### src/rtl/reg_file_debug_port_if.sv
// Debug request/response channel for the register-file debug port.
// The master side (debugger) issues single-word requests; the slave side answers each one.
interface reg_file_debug_port_if #(
    parameter int ADDR_WIDTH = 5,
    parameter int DATA_WIDTH = 32
) ();
    logic                  req_valid;
    logic                  req_ready;
    logic                  req_write;
    logic [ADDR_WIDTH-1:0] req_addr;
    logic [DATA_WIDTH-1:0] req_wdata;
    logic                  resp_valid;
    logic                  resp_ready;
    logic [DATA_WIDTH-1:0] resp_rdata;

    modport master (
        output req_valid, req_write, req_addr, req_wdata, resp_ready,
        input  req_ready, resp_valid, resp_rdata
    );

    modport slave (
        input  req_valid, req_write, req_addr, req_wdata, resp_ready,
        output req_ready, resp_valid, resp_rdata
    );
endinterface

### src/rtl/reg_file_debug_port.sv
// Register-file port arbiter: zero-sweeps x1..x(N-1) after reset, then passes core accesses
// through and serves single-word debug reads/writes while the core is halted.
module reg_file_debug_port #(
    parameter int  NUM_REGS       = 32,
    parameter int  DATA_WIDTH     = 32,
    parameter bit  CLEAR_ON_RESET = 1'b1,
    localparam int ADDR_WIDTH     = $clog2(NUM_REGS)
) (
    input  logic                  clk,
    input  logic                  rst,

    input  logic                  core_wr_en,
    input  logic [ADDR_WIDTH-1:0] core_wr_reg,
    input  logic [DATA_WIDTH-1:0] core_wr_data,
    input  logic [ADDR_WIDTH-1:0] core_rd_reg_1,
    input  logic [ADDR_WIDTH-1:0] core_rd_reg_2,
    output logic [DATA_WIDTH-1:0] core_rd_data_1,
    output logic [DATA_WIDTH-1:0] core_rd_data_2,
    input  logic                  core_halted,
    output logic                  core_stall,
    output logic                  init_done,

    reg_file_debug_port_if.slave  dbg,

    output logic                  rf_wr_en,
    output logic [ADDR_WIDTH-1:0] rf_wr_reg,
    output logic [DATA_WIDTH-1:0] rf_wr_data,
    output logic [ADDR_WIDTH-1:0] rf_rd_reg_1,
    output logic [ADDR_WIDTH-1:0] rf_rd_reg_2,
    input  logic [DATA_WIDTH-1:0] rf_rd_data_1,
    input  logic [DATA_WIDTH-1:0] rf_rd_data_2
);

    typedef enum logic [1:0] {
        CLEAR,
        IDLE,
        ACCESS,
        RESP
    } state_t;

    localparam state_t                RESET_STATE = CLEAR_ON_RESET ? CLEAR : IDLE;
    localparam logic [ADDR_WIDTH-1:0] LAST_IDX    = ADDR_WIDTH'(NUM_REGS - 1);

    state_t                state;
    state_t                state_next;
    logic [ADDR_WIDTH-1:0] idx;
    logic                  cap_write;
    logic [ADDR_WIDTH-1:0] cap_addr;
    logic [DATA_WIDTH-1:0] cap_wdata;
    logic [DATA_WIDTH-1:0] resp_rdata;
    logic                  req_ready;
    logic                  req_fire;

    assign core_rd_data_1  = rf_rd_data_1;
    assign core_rd_data_2  = rf_rd_data_2;
    assign req_fire        = dbg.req_valid && req_ready;
    assign dbg.req_ready   = req_ready;
    assign dbg.resp_valid  = (state == RESP);
    assign dbg.resp_rdata  = resp_rdata;

    // NOTE: state registers use non-blocking assignments so every flop samples pre-edge values.
    always_ff @(posedge clk) begin
        if (rst) begin
            state      <= RESET_STATE;
            idx        <= ADDR_WIDTH'(1);
            init_done  <= 1'b0;
            cap_write  <= 1'b0;
            cap_addr   <= '0;
            cap_wdata  <= '0;
            resp_rdata <= '0;
        end else begin
            state <= state_next;
            if (state == CLEAR) begin
                idx <= idx + ADDR_WIDTH'(1);
            end
            // Without a sweep the file is considered ready as soon as reset is released.
            if ((state == CLEAR && idx == LAST_IDX) || !CLEAR_ON_RESET) begin
                init_done <= 1'b1;
            end
            if (state == IDLE && req_fire) begin
                cap_write <= dbg.req_write;
                cap_addr  <= dbg.req_addr;
                cap_wdata <= dbg.req_wdata;
            end
            if (state == ACCESS) begin
                resp_rdata <= cap_write ? '0 : rf_rd_data_1;
            end
        end
    end

    // NOTE: every output gets a default first so no path through the case infers a latch.
    always_comb begin
        state_next  = state;
        core_stall  = (state != IDLE);
        req_ready   = 1'b0;
        rf_wr_en    = core_wr_en;
        rf_wr_reg   = core_wr_reg;
        rf_wr_data  = core_wr_data;
        rf_rd_reg_1 = core_rd_reg_1;
        rf_rd_reg_2 = core_rd_reg_2;

        unique case (state)
            CLEAR: begin
                rf_wr_en   = 1'b1;
                rf_wr_reg  = idx;
                rf_wr_data = '0;
                if (idx == LAST_IDX) begin
                    state_next = IDLE;
                end
            end
            IDLE: begin
                req_ready = core_halted;
                if (req_fire) begin
                    state_next = ACCESS;
                end
            end
            ACCESS: begin
                // x0 is hardwired, so a debug write to it never reaches the file.
                rf_wr_en    = cap_write && (cap_addr != '0);
                rf_wr_reg   = cap_addr;
                rf_wr_data  = cap_wdata;
                rf_rd_reg_1 = cap_addr;
                state_next  = RESP;
            end
            RESP: begin
                rf_wr_en = 1'b0;
                if (dbg.resp_ready) begin
                    state_next = IDLE;
                end
            end
            default: begin
                state_next = RESET_STATE;
            end
        endcase
    end

endmodule

### src/flat_wrapper.sv
// flat-port wrapper written by rule: the top's interface ports become plain ports
module reg_file_debug_port_flat 
#(
    parameter int  NUM_REGS       = 32,
    parameter int  DATA_WIDTH     = 32,
    parameter bit  CLEAR_ON_RESET = 1'b1,
    localparam int ADDR_WIDTH     = $clog2(NUM_REGS)
)
  (clk, rst, core_wr_en, core_wr_reg, core_wr_data, core_rd_reg_1, core_rd_reg_2, core_rd_data_1, core_rd_data_2, core_halted, core_stall, init_done, rf_wr_en, rf_wr_reg, rf_wr_data, rf_rd_reg_1, rf_rd_reg_2, rf_rd_data_1, rf_rd_data_2, dbg_req_valid, dbg_req_write, dbg_req_addr, dbg_req_wdata, dbg_resp_ready, dbg_req_ready, dbg_resp_valid, dbg_resp_rdata);
  reg_file_debug_port_if #(.ADDR_WIDTH(5), .DATA_WIDTH(DATA_WIDTH)) dbg_i ();
  input  logic clk;
  input  logic rst;
  input  logic core_wr_en;
  input  logic [ADDR_WIDTH-1:0] core_wr_reg;
  input  logic [DATA_WIDTH-1:0] core_wr_data;
  input  logic [ADDR_WIDTH-1:0] core_rd_reg_1;
  input  logic [ADDR_WIDTH-1:0] core_rd_reg_2;
  output logic [DATA_WIDTH-1:0] core_rd_data_1;
  output logic [DATA_WIDTH-1:0] core_rd_data_2;
  input  logic core_halted;
  output logic core_stall;
  output logic init_done;
  output logic rf_wr_en;
  output logic [ADDR_WIDTH-1:0] rf_wr_reg;
  output logic [DATA_WIDTH-1:0] rf_wr_data;
  output logic [ADDR_WIDTH-1:0] rf_rd_reg_1;
  output logic [ADDR_WIDTH-1:0] rf_rd_reg_2;
  input  logic [DATA_WIDTH-1:0] rf_rd_data_1;
  input  logic [DATA_WIDTH-1:0] rf_rd_data_2;
  input wire logic [$bits(dbg_i.req_valid)-1:0] dbg_req_valid;
  input wire logic [$bits(dbg_i.req_write)-1:0] dbg_req_write;
  input wire logic [$bits(dbg_i.req_addr)-1:0] dbg_req_addr;
  input wire logic [$bits(dbg_i.req_wdata)-1:0] dbg_req_wdata;
  input wire logic [$bits(dbg_i.resp_ready)-1:0] dbg_resp_ready;
  output wire logic [$bits(dbg_i.req_ready)-1:0] dbg_req_ready;
  output wire logic [$bits(dbg_i.resp_valid)-1:0] dbg_resp_valid;
  output wire logic [$bits(dbg_i.resp_rdata)-1:0] dbg_resp_rdata;
  assign dbg_i.req_valid = dbg_req_valid;
  assign dbg_i.req_write = dbg_req_write;
  assign dbg_i.req_addr = dbg_req_addr;
  assign dbg_i.req_wdata = dbg_req_wdata;
  assign dbg_i.resp_ready = dbg_resp_ready;
  assign dbg_req_ready = dbg_i.req_ready;
  assign dbg_resp_valid = dbg_i.resp_valid;
  assign dbg_resp_rdata = dbg_i.resp_rdata;
  reg_file_debug_port #(.NUM_REGS(NUM_REGS), .DATA_WIDTH(DATA_WIDTH), .CLEAR_ON_RESET(CLEAR_ON_RESET)) u_core (.clk(clk), .rst(rst), .core_wr_en(core_wr_en), .core_wr_reg(core_wr_reg), .core_wr_data(core_wr_data), .core_rd_reg_1(core_rd_reg_1), .core_rd_reg_2(core_rd_reg_2), .core_rd_data_1(core_rd_data_1), .core_rd_data_2(core_rd_data_2), .core_halted(core_halted), .core_stall(core_stall), .init_done(init_done), .dbg(dbg_i), .rf_wr_en(rf_wr_en), .rf_wr_reg(rf_wr_reg), .rf_wr_data(rf_wr_data), .rf_rd_reg_1(rf_rd_reg_1), .rf_rd_reg_2(rf_rd_reg_2), .rf_rd_data_1(rf_rd_data_1), .rf_rd_data_2(rf_rd_data_2));
endmodule
### config.mk
export PLATFORM = sky130hd
export DESIGN_NAME = reg_file_debug_port_flat
export DESIGN_NICKNAME = d
export VERILOG_FILES = /design/src/rtl/reg_file_debug_port_if.sv /design/src/rtl/reg_file_debug_port.sv /design/src/flat_wrapper.sv
export SDC_FILE = /design/constraint.sdc
export NUM_CORES = 1
export LEC_CHECK = 0
export ABC_AREA = 1
export ABC_CLOCK_PERIOD_IN_PS = 2500
export BUFFER_PORTS_ARGS = -buffer_cell sky130_fd_sc_hd__buf_2
export CAP_MARGIN = 20
export CORE_AREA = 5 5 115 117
export DETAILED_ROUTE_END_ITERATION = 6
export DIE_AREA = 0 0 120 122
export GPL_TIMING_DRIVEN = 0
export PLACE_DENSITY = 0.69
export REMOVE_ABC_BUFFERS = 1
export SYNTH_ARGS = -nofsm -noshare
export SYNTH_HDL_FRONTEND = slang
export SYNTH_SLANG_ARGS = --single-unit
### constraint.sdc
create_clock -name clk -period 2.5 [get_ports clk]
set_input_delay 0.5 -clock clk [delete_from_list [all_inputs] [get_ports clk]]
set_output_delay 0.5 -clock clk [all_outputs]
set_load 0.03 [all_outputs]
==> impl_metrics.toml <==
[status]
status = "complete, no violations"

[placement]
finalWeightedCongestion = 0.750
io_buffer_count = 228
dp_hpwl_um = 9410

[timing]
hold_viol = 0
slew_viol_final = 0
slew-limit-headroom_pct = 34.0
rsz0062_at_grt = "false"
fin_skew_ns = 0.00448
fin_crit_sh_pct = 94.3
min_period_ns = 2.36
setup_viol = 0
tightestPinTransition_ns = 0.989
fmax_mhz = 424

[synth]
synth_warnings = 0
yosysUniqueCellTypes = 25
yosysTopAreaCell = "dfxtp_1"
synth_top_area_share_pct = 38.4
yosysSeqAreaShare_pct = 38.4
syn_avg_cell_area_um2 = 7.38
synth-seq-cells = 78
syn_inst = 550
netlist_area_um2 = 4060
synthTopCellsByArea = "dfxtp_1, buf_4, nand2_1"

[finish]
drive_gt1_share_pct = 39.3
areaGrowthSynthToFinish_pct = 25.7
nNetsFinal = 856
num_antenna_cells = 0
final_core_util_pct = 41.6

[flow_run]
maxCapViolations = 0

[clock_tree]
htreeDepth = 3
cts.sinks = 78
clockBufferDepth = 2
clk_pin_slew_ns = 0.06
tritoncts = "done"
clock_latency_ns = 0.33
cts_root_buffer = "clkbuf_16"
numCtsBuffers = 9

[floorplanning]
die_w_um = 120
dieArea_um2 = 14600
initial_core_util_pct = 33.1
core_area_um2 = 12300
num_io_pins = 303
rows = 41
dieHeight_um = 122

[critical_path]
cp_max_fo = 9
endpoint_kind = "primary output"
cp.required_ns = 2.00
criticalPathCategory = "flip-flop to primary output"
crit_path_start_kind = "flip-flop"
arrival_ns = 1.86

[global_route]
grt_pass1_wl_um = 18900
gr-usage-all-layers_pct = 16.9
antenna_found_initial = 0
first_global_vias = 3558
grt_max_degree = 62
grt.overflow.total = 0

[drt]
drtIter0Drc = 117
vias_per_cell = 4.70
avgRoutedWirePerCell_um = 15.6
drt-total-wl_um = 13200
postRouteAntennaNets = 0
vias = 3985
drc_errors = 0
first_pass_iters = 4

[power_and_ir_drop]
power_density_nw_per_um2 = 1160
p_leak_nw = 2.40
finalPower_mw = 5.90
peakVddDrop_mv = 0.435

[worst_hold_path]
hp-class = "input port to flip-flop"
-- where the power goes --
group / switching, mW / internal (mW) / total (mW)
Sequential: 0.101 / 1.46 / 1.56
Clock: 0.479 / 0.720 / 1.20
Combinational: 2.20 / 0.941 / 3.14
Total: 2.78 / 3.12 / 5.90
-- logic make-up (layout without fill, tap and decap cells) --
group,after synthesis,in the layout,share of synthesized area (%)
and+or+nand+nor,155,155,15.8
adders and majority gates,7,7,2.16
buffers and inverters,159,307,23.4
AOI/OAI and AO/OA,151,151,20.1
DFF,78,78,38.4
-- placed cells by master (no fill, tap or decap) --
cell,count
buf_2,214
o211ai_1,2
nand2_2,1
nor2_1,12
nand2_4,1
inv_16,2
clkbuf_1,3
inv_6,2
a22oi_1,1
o21ai_2,2
nand2_1,99
nor2_4,1
inv_1,51
dfxtp_1,76
nand3_1,37
a21oi_1,63
ha_1,5
buf_8,1
o21ai_1,17
clkinv_2,2
ha_4,2
dfxtp_2,2
a21oi_2,12
clkbuf_8,2
nor3_1,4
o21ai_0,53
buf_12,1
buf_4,18
inv_2,2
clkbuf_16,9
o21bai_1,1
-- cell type report --
class / count / area, µm²
repair inverters: 2 / 17.5
multi-input cells: 313 / 1580
repair buffers: 234 / 1240
clock inverters: 1 / 5.00
fillers: 1312 / 7160
inverters: 56 / 244
well taps: 150 / 188
clock buffers: 14 / 264
flip-flops and latches: 78 / 1560
-- flip-flops by register name (all words and copies together) (netlist names) --
signal / flops
u_core.cap_addr: 5
u_core.cap_wdata: 32
u_core.cap_write: 1
u_core.dbg.resp_rdata: 32
u_core.idx: 5
u_core.init_done: 1
u_core.state: 2
-- worst paths after layout --
path	from	to	slack, ns	cells past startpoint
worst max-delay path	u_core.state[0]	rf_wr_en	0.14	7
worst min-delay path	dbg_req_wdata[25]	u_core.cap_wdata[25]	0.43	3
worst max register to register	u_core.state[1]	u_core.cap_wdata[1]	0.68	8
worst min register to register	u_core.cap_wdata[1]	u_core.cap_wdata[1]	0.44	2
-- Yosys cell counts, drive strengths merged --
library cell and n:
nand2 101, nor3 4, dfxtp 78, a21oi 75
o21bai 1, clkbuf 14, buf 89, nand3 37
o211ai 2, ha 7, clkinv 1, o21ai 72
nor2 13, a22oi 1, inv 55
-- critical path, stage by stage, from the launching register on --
cell      delay, ns
dfxtp_2        0.34
inv_1          0.16
ha_4           0.24
buf_4          0.23
nand2_1        0.06
o21bai_1       0.16
a21oi_1        0.12
buf_2          0.21
-- through the flow --
| stage | instance area (µm²) | setup TNS, ns | std cells | hold WS [ns] | setup WS [ns] |
|---|---|---|---|---|---|
| after global placement | 4650 | -74.03 | 825 | 0.439 | -1.47 |
| after CTS | 5090 | 0 | 847 | 0.411 | 0.0188 |
| after floorplan | 3320 | -20.36 | 447 | 0.426 | -0.576 |
| final | 5100 | 0 | 848 | 0.428 | 0.143 |
| after detailed placement | 4680 | -31.99 | 826 | 0.442 | -0.852 |
| after global routing | 5100 | 0 | 848 | 0.430 | 0.0364 |
-- what timing repair did --
action	4_1_cts	5_1_grt
hold buffers	0	0
gates cloned	1	1
setup buffers	5	0
pin swaps	0	0
resized for setup	22	8
endpoints found under the setup margin	43	37
endpoints found under the hold margin	0	0
-- per-layer routing --
metal | track usage [%] | vias up | part of all wire, %
met1 | 21.6 | 1741 | 43
met4 | 6.66 | 0 | 1.6
met3 | 9.70 | 15 | 14
li1 | - | 1995 | -
met2 | 23.1 | 234 | 41
met5 | 2.08 | - | 0
(Power assumes the default switching activity.)
